--- config.mk ---
export PLATFORM = sky130hd
export DESIGN_NAME = imm_gen_pipe
export DESIGN_NICKNAME = d
export VERILOG_FILES = /design/src/rtl/imm_gen_pipe.sv
export SDC_FILE = /design/constraint.sdc
export NUM_CORES = 1
export LEC_CHECK = 0
export ABC_AREA = 1
export CORE_UTILIZATION = 30
export CTS_BUF_LIST = sky130_fd_sc_hd__clkbuf_8
export DETAILED_ROUTE_END_ITERATION = 8
export SYNTH_ARGS = -nofsm -noshare
export SYNTH_HDL_FRONTEND = slang
export SYNTH_SLANG_ARGS = --single-unit
--- constraint.sdc ---
create_clock -name clk -period 1.3 [get_ports clk]
set_input_delay 0.13 -clock clk [delete_from_list [all_inputs] [get_ports clk]]
set_output_delay 0.13 -clock clk [all_outputs]
set_load 0.005 [all_outputs]
--- src/rtl/imm_gen_pipe.sv ---
// imm_gen_pipe
//   Immediate generator with a one-entry output register and a one-entry
//   skid register. Each instruction accepted on the input handshake is
//   decoded combinationally. The result is registered together with its tag.
//   Results leave through a valid/ready output in strict arrival order.
//
// Optional feature (macro IMM_ILLEGAL_CHK_EN):
//   When the macro is defined, the block adds an out_err port. out_err is
//   registered alongside each entry and flags:
//     - format 111, and
//     - format 101 with instr[25]=1 when XLEN=32.
//
// Parameters
//   XLEN   immediate width (32 or 64)
//   TAG_W  sideband tag width
//
// Ports
//   clk, rst_n          clock, asynchronous active-low reset
//   in_valid/in_ready   input handshake
//   in_instr            raw 32-bit instruction
//   in_immsrc           format select (I,S,B,U,J,shamt,zimm,zero)
//   in_tag              sideband tag carried with the entry
//   flush               drop every held entry on the next edge
//   out_valid/out_ready output handshake
//   out_imm, out_tag    extended immediate and its tag
//   out_err             illegal-format flag (IMM_ILLEGAL_CHK_EN only)
module imm_gen_pipe #(
    parameter int XLEN  = 64,
    parameter int TAG_W = 64
) (
    input  logic             clk,
    input  logic             rst_n,
    input  logic             in_valid,
    output logic             in_ready,
    input  logic [31:0]      in_instr,
    input  logic [2:0]       in_immsrc,
    input  logic [TAG_W-1:0] in_tag,
    input  logic             flush,
    output logic             out_valid,
    input  logic             out_ready,
    output logic [XLEN-1:0]  out_imm,
    output logic [TAG_W-1:0] out_tag
`ifdef IMM_ILLEGAL_CHK_EN
    ,
    output logic             out_err
`endif
);

    typedef struct packed {
        logic [XLEN-1:0]  imm;
        logic [TAG_W-1:0] tag;
`ifdef IMM_ILLEGAL_CHK_EN
        logic             err;
`endif
    } entry_t;

    entry_t      in_e, out_q, skid_q;
    logic        out_v, skid_v;
    logic        in_fire, out_fire;
    logic signed [31:0] sx32;
    logic [XLEN-1:0]    imm_d;

    // The sign-extended formats are assembled as a signed 32-bit value.
    // That value is then widened, so XLEN=32 never needs a zero-width
    // replication.
    always_comb begin
        sx32  = '0;
        imm_d = '0;
        case (in_immsrc)
            3'b000: sx32 = {{20{in_instr[31]}}, in_instr[31:20]};
            3'b001: sx32 = {{20{in_instr[31]}}, in_instr[31:25], in_instr[11:7]};
            3'b010: sx32 = {{20{in_instr[31]}}, in_instr[7], in_instr[30:25],
                            in_instr[11:8], 1'b0};
            3'b011: sx32 = {in_instr[31:12], 12'b0};
            3'b100: sx32 = {{12{in_instr[31]}}, in_instr[19:12], in_instr[20],
                            in_instr[30:21], 1'b0};
            3'b101: imm_d = (XLEN == 64) ? XLEN'(in_instr[25:20])
                                         : XLEN'(in_instr[24:20]);
            3'b110: imm_d = XLEN'(in_instr[19:15]);
            default: ;
        endcase
        if (in_immsrc <= 3'b100)
            imm_d = XLEN'(sx32);
    end

    always_comb begin
        in_e     = '0;
        in_e.imm = imm_d;
        in_e.tag = in_tag;
`ifdef IMM_ILLEGAL_CHK_EN
        in_e.err = (in_immsrc == 3'b111) ||
                   ((XLEN == 32) && (in_immsrc == 3'b101) && in_instr[25]);
`endif
    end

    // in_ready depends only on registered state. out_ready has no
    // combinational path to it.
    assign in_ready = !skid_v;
    assign in_fire  = in_valid && in_ready;
    assign out_fire = out_v && out_ready;

    always_ff @(posedge clk or negedge rst_n) begin
        if (!rst_n) begin
            out_v  <= 1'b0;
            skid_v <= 1'b0;
            out_q  <= '0;
            skid_q <= '0;
        end else if (flush) begin
            out_v  <= 1'b0;
            skid_v <= 1'b0;
        end else if (out_fire || !out_v) begin
            // The output slot is free this edge. The older skid entry has
            // priority. in_ready is low whenever the skid is full, so no
            // new entry can arrive in that case.
            if (skid_v) begin
                out_q  <= skid_q;
                out_v  <= 1'b1;
                skid_v <= 1'b0;
            end else if (in_fire) begin
                out_q <= in_e;
                out_v <= 1'b1;
            end else begin
                out_v <= 1'b0;
            end
        end else if (in_fire) begin
            // The output is stalled, so the new entry parks in the skid.
            skid_q <= in_e;
            skid_v <= 1'b1;
        end
    end

    assign out_valid = out_v;
    assign out_imm   = out_q.imm;
    assign out_tag   = out_q.tag;
`ifdef IMM_ILLEGAL_CHK_EN
    assign out_err   = out_q.err;
`endif

endmodule

==> run_results.csv, run 1 <==
group,metric,value,unit
floorplan,initial_core_util,0.308,
placed_design,pre_cts_slack,-417,ps
floorplan,ioPinCount,234,
global_route,grt_overflow,0,
global_route,antenna_found_initial,0,
global_route,grt_pass1_vias,8679,
placed_design,place_congestion,0.849,
power,ir_worst_vdd,0.640,mV
clock_tree,clockBufferDepth,2,
timing,hold_viol,0,
timing,period_needed,1550,ps
routing,ant_nets,0,
synth,seq_area_frac_synth,0.527,
routing,routed_wl,32.7,mm
routing,dr.pass1.iters,5,
timing,drv_slew,0,
routing,via_count,8898,
final_layout,drive_gt1_frac,0.423,
floorplan,die-area,31400,µm²
clock_tree,clk_latency,480,ps
clock_tree,cts.sinks,194,
critical_path,crit_end,"skid_q[73]",
final_layout,n_antenna_cell,0,
timing,worstMarginPinSlew,451,ps
routing,wl_met2,16.6,mm
synth,netlist_top_cells_area,"dfrtp_1, nand2_1, o21ai_0",
synth,synth-seq-cells,194,
timing,setup_violations,226,
clock_tree,path_clk_slew,120,ps
timing,clock-skew-final,15.4,ps
power,p_switching,0.00607,W
synth,yosysTopAreaCell,"dfrtp_1",
power,power_density,1140,nW/µm²
floorplan,row_count,63,
final_layout,fin_nets,1570,
timing,post-route-worst-setup-slack,-253,ps
outcome,violations,"setup timing",
placed_design,port_buffers,226,
final_layout,area_delta_synth_final,72.8,%
clock_tree,ctsRootBufferMaster,"clkbuf_8",
synth,synth.distinct_cells,21,
critical_path,end_kind,"flip-flop",
synth,synthCells,1100,
floorplan,core,30000,µm²
synth,avgSynthCellArea,8.38,µm²
power,combPwrFrac,0.320,
routing,drc,0,
placed_design,dp_hpwl,16.6,mm
critical_path,crit_fanout,7,
timing,fin_crit_sh,1.19,
power,switching_share,0.335,
synth,yosysWarnings,0,
power,internal_power,0.0121,W
routing,drt_iter0_drc,478,
clock_tree,cts_buffers,17,
critical_path,critPathLaunchType,"flip-flop",
global_route,grt_max_degree,43,
critical_path,reg2regPathDepth,10,
critical_path,worst-setup-path-type,"reg -> reg",
floorplan,die_x,177,µm
critical_path,reg2reg_slack,-250,ps
critical_path,cp-startpoint,"skid_v",
critical_path,cp.required,1670,ps
critical_path,critPathArrivalTime,1920,ps
routing,drt-met1-wl,13.7,mm
run,drv_cap,0,
timing,max_slew_margin,0.696,
power,seqPwrFrac,0.456,
routing,routed_via_density,4.76,
outcome,status,"complete, but fails checks",
synth,syn_nets,1204,
synth,synth_top_area_frac,0.527,
global_route,grt_use_total,0.203,
clock_tree,cts_tree,"done",
critical_path,r2r_end,"skid_q[73]",
global_route,grt_pass1_wl,48.9,mm
routing,wire_per_inst,17.5,µm
critical_path,regToRegStartpoint,"skid_v",
timing,rsz0062_at_grt,"true",
floorplan,die_y,177,µm
timing,fmax,0.644,GHz
power,pwr-share-clk,0.224,
synth,syn_area,9220,µm²
final_layout,final_cell_mix,"nand2_1, dfrtp_1, o21ai_2",
timing,tns,-37000,ps
routing,highest_layer,"met4",
power,p_leak,7.86,nW
final_layout,final_common_cell,"nand2_1",
clock_tree,cts_max_level,4,
min_path,min_path_type,"in -> async",
routing,met3_length,1.89,mm
[worst min-delay path by stage]
stage | depth (start not counted) | slack [ps] | end
floorplan | 0 | -170 | out_imm[0]
global placement | 1 | 120 | out_imm[3]
detailed placement | 1 | 120 | out_imm[3]
CTS | 2 | 160 | skid_q[44]
global route | 2 | 170 | out_tag[44]
finish | 2 | 170 | skid_q[37]
[cell type report]
| type | instances | area (µm²) |
|---|---|---|
| Timing Repair inverter | 3 | 70.1 |
| Inverter | 90 | 374 |
| Clock inverter | 14 | 140 |
| Multi-Input combinational cell | 719 | 4650 |
| Tap cell | 390 | 488 |
| Fill cell | 2674 | 14000 |
| Clock buffer | 18 | 248 |
| Timing Repair Buffer | 441 | 5110 |
| Sequential cell | 194 | 4860 |
[layer usage]
| layer | global-route usage | vias to the layer above |
|---|---|---|
| met3 | 0.0424 | 38 |
| met5 | 0 | - |
| met1 | 0.264 | 4295 |
| met4 | 0.0463 | 0 |
| met2 | 0.345 | 284 |
| li1 | - | 4281 |
[power groups by stage]
stage                     Sequential (W)  Combinational, W  Clock, W
after global placement           0.00804           0.00404         0
after global routing             0.00840           0.00632   0.00439
after detailed placement         0.00806           0.00411         0
final                            0.00828           0.00580   0.00406
after floorplan                  0.00797           0.00197         0
after CTS                        0.00810           0.00524   0.00417
[synthesized netlist by cell type]
cell        n
nand2_2     6
inv_1      86
nor2_8      1
o21ai_1    35
nor2_1     61
o211ai_1    3
a21oi_1    14
o21ai_0   132
buf_2      32
buf_6      15
a31oi_1    13
buf_4      41
nand2_1   341
clkbuf_1   15
nor2_2      1
nand3_1    34
inv_2       3
inv_4       1
nand4_1    21
o21ai_2    51
dfrtp_1   194
[worst max-delay path, cell delays in order, from the launching register on]
cell	delay (ps)
dfrtp_1	440
inv_4	90
buf_6	110
nand2_4	60
nor2_8	90
buf_12	150
buf_12	130
clkinv_16	80
buf_16	170
nand2_2	70
o21ai_2	50
[kinds of logic (layout without fill, tap and decap cells)]
kind of cell / count (synthesis) / in the layout / share of synthesized area
buffers and inverters: 193 / 566 / 0.112
flip-flops: 194 / 194 / 0.527
AND/OR/NAND/NOR: 465 / 471 / 0.203
AO/OA/AOI/OAI: 248 / 248 / 0.158
[through the flow]
stage	cell area, µm²	cells	total power, W	hold slack, ps	utilization
after floorplan	9230	1100	0.00994	-166	-
after global placement	12100	1689	0.0121	116	0.403
after detailed placement	12100	1689	0.0122	121	0.403
after CTS	15300	1845	0.0175	158	0.509
after global routing	15900	1869	0.0191	167	0.532
final	15900	1869	0.0181	169	0.532
[registers in the layout (all words and copies together), names as in the netlist]
name	cells
out_tag	64
skid_v	1
skid_q	96
out_valid	1
out_imm	32
[repair_timing]
action                                  CTS  global route
endpoints found under the setup margin  323           282
hold buffers                              1             0
hold endpoints to repair                175             0
gates cloned                             51             7
pin swaps                                51            38
gates resized for setup                 668           244
buffers inserted                         73            38
Power figures use the tool's default switching activity.
==> run 2, diff against run 1 <==
--- a/config.mk
+++ b/config.mk
@@ -9,6 +9,7 @@
 export CORE_UTILIZATION = 30
 export CTS_BUF_LIST = sky130_fd_sc_hd__clkbuf_8
 export DETAILED_ROUTE_END_ITERATION = 8
+export MAX_ROUTING_LAYER = met4
 export SYNTH_ARGS = -nofsm -noshare
 export SYNTH_HDL_FRONTEND = slang
 export SYNTH_SLANG_ARGS = --single-unit
==> constraint.sdc (replaced) <==
create_clock -name clk -period 1.3 [get_ports clk]
set_input_delay 0.13 -clock clk [delete_from_list [all_inputs] [get_ports clk]]
set_output_delay 0.13 -clock clk [all_outputs]
set_load 0.02 [all_outputs]
==> run_results.csv, run 2 (synthesized netlist as in run 1, its figures left out) <==
group,metric,value,unit
final_layout,stdcell_count,1733,
min_path,min_path_type,"in -> async",
timing,setup_violations,162,
clock_tree,clk_latency,470,ps
clock_tree,cts_buffers,17,
critical_path,end_kind,"flip-flop",
timing,post-route-worst-setup-slack,-99.3,ps
clock_tree,ctsRootBufferMaster,"clkbuf_8",
final_layout,fill_cells,2950,
floorplan,die-area,31400,µm²
clock_tree,path_clk_slew,120,ps
clock_tree,cts_tree,"done",
global_route,grt_pass1_wl,38.9,mm
final_layout,post-route-cell-area,12900,µm²
floorplan,ioPinCount,234,
placed_design,port_buffers,226,
timing,max_slew_margin,0.754,
critical_path,crit_chain,"nor2_2 -> nor2_1 -> buf_6 -> nand2_8 -> buf_12 -> clkbuf_16 -> nand2_1 -> o21ai_1",
final_layout,largest_reg_flops,96,
timing,fmax,0.715,GHz
clock_tree,clockBufferDepth,2,
power,power_density,1300,nW/µm²
critical_path,reg2regPathDepth,8,
routing,drc,0,
critical_path,cp.required,1660,ps
clock_tree,cts.sinks,194,
power,ir_worst_vdd,0.883,mV
global_route,grt_max_degree,65,
final_layout,top_register,"skid_q",
routing,drt_iter0_drc,532,
timing,fin_crit_sh,1.08,
floorplan,die_x,177,µm
routing,routed_wl,26.2,mm
final_layout,n_antenna_cell,0,
critical_path,r2r_end,"out_tag[17]",
placed_design,pre_cts_slack,-346,ps
final_layout,final_cell_mix,"nand2_1, dfrtp_1, o21ai_0",
timing,clock-skew-final,25.1,ps
timing,tns,-5890,ps
final_layout,final_common_cell,"nand2_1",
global_route,antenna_found_initial,0,
critical_path,slowest_delay,420,ps
timing,drv_slew,0,
floorplan,initial_core_util,0.308,
timing,worstMarginPinSlew,369,ps
global_route,grt_use_total,0.161,
floorplan,die_y,177,µm
global_route,grt_pass1_vias,7304,
power,p_leak,6.53,nW
routing,ant_nets,0,
routing,routed_via_density,4.61,
global_route,grt_overflow,0,
final_layout,area_delta_synth_final,40.5,%
critical_path,crit_fanout,8,
routing,wire_per_inst,15.1,µm
final_layout,drive_gt1_frac,0.268,
placed_design,dp.cells,1670,
timing,hold_viol,0,
final_layout,fin_nets,1434,
run,drv_cap,0,
routing,dr.pass1.iters,5,
floorplan,row_count,63,
critical_path,worst-setup-path-type,"reg -> reg",
critical_path,critPathLaunchType,"flip-flop",
placed_design,place_congestion,0.824,
routing,via_count,7981,
floorplan,core,30000,µm²
critical_path,regToRegStartpoint,"skid_v",
outcome,violations,"setup timing",
timing,rsz0062_at_grt,"true",
placed_design,dp_hpwl,16.4,mm
critical_path,slowest_stage,"dfrtp_2",
timing,period_needed,1400,ps
critical_path,reg2reg_slack,-100,ps
clock_tree,cts_max_level,4,
outcome,status,"complete, but fails checks",
placed_design,placed_area,12000,µm²
critical_path,critPathArrivalTime,1760,ps
[run 2: stage by stage]
step	util	hold slack [ps]	power, W
2_1_floorplan	-	-166	0.0107
3_3_place_gp	0.400	9.76	0.0128
3_5_place_dp	0.400	6.08	0.0129
4_1_cts	0.409	47.6	0.0167
5_1_grt	0.432	51.5	0.0179
6_report	0.432	78.0	0.0169
[run 2: cell type report]
cell class | count | area, µm² | share of cell area
Inverter | 90 | 350 | 0.0271
Clock inverter | 14 | 154 | 0.0119
Clock buffer | 18 | 248 | 0.0191
Multi-Input combinational cell | 716 | 3540 | 0.274
Tap cell | 390 | 488 | 0.0377
Timing Repair Buffer | 311 | 3310 | 0.255
Sequential cell | 194 | 4860 | 0.375
[run 2: layer usage]
metal / wire (µm) / part of all wire / global-route usage
met5: 0 / 0 / -
met4: 256 / 0.0098 / 0.0292
met3: 1440 / 0.055 / 0.0368
met2: 12700 / 0.48 / 0.254
met1: 11800 / 0.45 / 0.212
[run 2: worst max-delay path: cells and delay by family, from the launching register on]
family                 cells  cell delay [ps]
AO/OA/AOI/OAI              1               50
buffers and inverters      3              480
flip-flops                 1              420
AND/OR/NAND/NOR            4              350
[run 2: worst max-delay path by stage]
stage | from | endpoint | slack (ps)
5_1_grt | out_valid | skid_q[23] | -170
6_report | skid_v | out_tag[17] | -100
3_3_place_gp | in_immsrc[1] | out_imm[24] | -340
2_1_floorplan | out_valid | skid_q[10] | -60
4_1_cts | skid_v | out_tag[56] | -110
3_5_place_dp | in_immsrc[1] | out_imm[20] | -350
[run 2: power by group]
part / switching, W / leakage [nW] / total [W] / internal (W)
registers: 0.000692 / 2.43 / 0.00797 / 0.00728
logic: 0.00265 / 3.90 / 0.00484 / 0.00218
clock network: 0.00253 / 0.201 / 0.00405 / 0.00151
total: 0.00588 / 6.53 / 0.0169 / 0.0110
[run 2: what timing repair did]
item	4_1_cts	5_1_grt
resized for setup	537	108
pin swaps	6	8
gates cloned	3	19
endpoints found under the setup margin	317	264
hold endpoints to repair	194	0
buffers inserted	5	4
hold buffers	1	0
==> run 3, diff against run 2 <==
--- a/config.mk
+++ b/config.mk
@@ -6,10 +6,12 @@
 export NUM_CORES = 1
 export LEC_CHECK = 0
 export ABC_AREA = 1
+export CORE_MARGIN = 3
 export CORE_UTILIZATION = 30
 export CTS_BUF_LIST = sky130_fd_sc_hd__clkbuf_8
 export DETAILED_ROUTE_END_ITERATION = 8
 export MAX_ROUTING_LAYER = met4
+export SETUP_SLACK_MARGIN = 0.05
 export SYNTH_ARGS = -nofsm -noshare
 export SYNTH_HDL_FRONTEND = slang
 export SYNTH_SLANG_ARGS = --single-unit
==> run_results.csv, run 3 (synthesized netlist as in run 1, its figures left out) <==
group,metric,value,unit
floorplan,row_count,63,
routing,wire_per_inst,17.0,µm
critical_path,path_buf_inv,3,
power,p_leak,6.97,nW
critical_path,cp.required,1680,ps
critical_path,slowest_delay,470,ps
final_layout,fill_cells,2965,
clock_tree,ctsRootBufferMaster,"clkbuf_8",
final_layout,drive_gt1_frac,0.334,
timing,hold_viol,0,
placed_design,place_congestion,0.825,
run,drv_cap,0,
power,ir_worst_vdd,0.650,mV
critical_path,path_common_cell,"buf_12",
critical_path,worst-setup-path-type,"reg -> reg",
global_route,grt_max_degree,39,
timing,setup_violations,222,
final_layout,largest_reg_flops,96,
critical_path,crit_family,"flip-flops",
global_route,grt_pass1_vias,7563,
final_layout,final_common_cell,"nand2_1",
final_layout,final_core_util,0.455,
routing,drt_iter0_drc,574,
routing,ant_nets,0,
clock_tree,cts_max_level,4,
routing,routed_wl,30.1,mm
timing,post-route-worst-setup-slack,-129,ps
timing,holdWs,144,ps
timing,clock-skew-final,23.5,ps
critical_path,crit_fanout,6,
routing,via_count,8360,
timing,fin_crit_sh,1.10,
outcome,violations,"setup timing",
critical_path,critPathArrivalTime,1810,ps
outcome,status,"complete, but fails checks",
clock_tree,path_clk_slew,130,ps
clock_tree,clk_latency,470,ps
floorplan,die_x,181,µm
global_route,grt_pass1_wl,41.1,mm
timing,fmax,0.700,GHz
routing,dr.pass1.iters,7,
timing,worstMarginPinSlew,398,ps
timing,max_slew_margin,0.734,
placed_design,port_buffers,226,
routing,drc,0,
routing,routed_via_density,4.72,
min_path,min_path_type,"in -> async",
power,power_density,1280,nW/µm²
floorplan,initial_core_util,0.308,
final_layout,fin_nets,1470,
floorplan,die-area,32900,µm²
timing,rsz0062_at_grt,"true",
global_route,grt_use_total,0.158,
final_layout,final_cell_mix,"nand2_1, dfrtp_1, clkdlybuf4s50_1",
critical_path,slowest_stage,"dfrtp_2",
floorplan,die_y,181,µm
timing,period_needed,1430,ps
clock_tree,cts_buffers,17,
final_layout,area_delta_synth_final,47.9,%
power,power,0.0174,W
clock_tree,clockBufferDepth,2,
timing,drv_slew,0,
critical_path,end_kind,"flip-flop",
placed_design,dp_hpwl,17.3,mm
clock_tree,cts_tree,"done",
floorplan,core,30000,µm²
global_route,grt_overflow,0,
final_layout,top_register,"skid_q",
critical_path,crit_chain,"nor2_4 -> nor2_4 -> buf_12 -> buf_12 -> nand2_8 -> buf_12 -> a21oi_2 -> nand2_1 -> nand2_1",
floorplan,ioPinCount,234,
clock_tree,cts.sinks,194,
global_route,antenna_found_initial,1,
critical_path,critPathLaunchType,"flip-flop",
==> run 3: cell count changes in the layout (fill, tap and decap cells not counted), moves of 25 or more <==
| cell | previous run | this run |
|---|---|---|
| nand2_2 | 19 | 48 |
| o21ai_0 | 98 | 54 |
| o21ai_2 | 59 | 84 |
| clkdlybuf4s15_2 | 41 | 0 |
| buf_4 | 39 | 76 |
| buf_2 | 59 | 93 |
| nand2_1 | 324 | 281 |
==> run 3: where the power goes <==
group	internal, W	switching (W)
Sequential	0.00728	0.000729
Clock	0.00157	0.00280
Combinational	0.00219	0.00282
Total	0.0110	0.00635
==> run 3: area by class of cell <==
| type | count | area (µm²) | share of cell area |
|---|---|---|---|
| timing repair buffer | 345 | 3640 | 0.267 |
| antenna | 1 | 2.50 | 0.000184 |
| multi-input combinational | 718 | 3860 | 0.283 |
| clock inverter | 15 | 206 | 0.0151 |
| sequential | 194 | 4860 | 0.356 |
| inverter | 90 | 353 | 0.0259 |
| clock buffer | 17 | 234 | 0.0172 |
| tap | 390 | 488 | 0.0358 |
==> run 3: metrics by stage <==
| stage | instance area (µm²) | setup WS, ps | cells | TNS [ps] |
|---|---|---|---|---|
| floorplan | 9240 | -56.5 | 1100 | -5710 |
| global placement | 12000 | -315 | 1672 | -47950 |
| detailed placement | 12000 | -327 | 1672 | -52110 |
| CTS | 12200 | -142 | 1721 | -21370 |
| global route | 13600 | -195 | 1770 | -29090 |
| finish | 13600 | -129 | 1770 | -12410 |
==> run 3: path summary, 6_finish.rpt <==
kind	from	to	slack, ps	depth (start not counted)
setup / recovery	skid_v	out_imm[28]	-130	9
min in group clk	in_tag[49]	skid_q[49]	200	3
max in group asynchronous	rst_n	out_tag[52]	620	3
setup reg to reg	skid_v	out_imm[28]	-130	9
hold / removal	rst_n	skid_q[90]	140	2
hold reg to reg	out_imm[19]	out_imm[19]	480	2
==> run 3: metal layers <==
metal / share of wire / GRT usage / routed length (µm) / vias to the layer above
li1: - / - / - / 4060
met1: 0.43 / 0.206 / 13000 / 4006
met2: 0.50 / 0.252 / 15000 / 258
met3: 0.052 / 0.0324 / 1560 / 36
met4: 0.017 / 0.0399 / 523 / 0
met5: 0 / - / 0 / -
==> run 3: what timing repair did <==
| action | in CTS | in global routing |
|---|---|---|
| endpoints found under the setup margin | 322 | 241 |
| gates resized for setup | 579 | 227 |
| hold buffers | 1 | 0 |
| setup buffers | 11 | 9 |
| cloned | 5 | 39 |
| endpoints found under the hold margin | 194 | 0 |
| pin swaps | 8 | 59 |
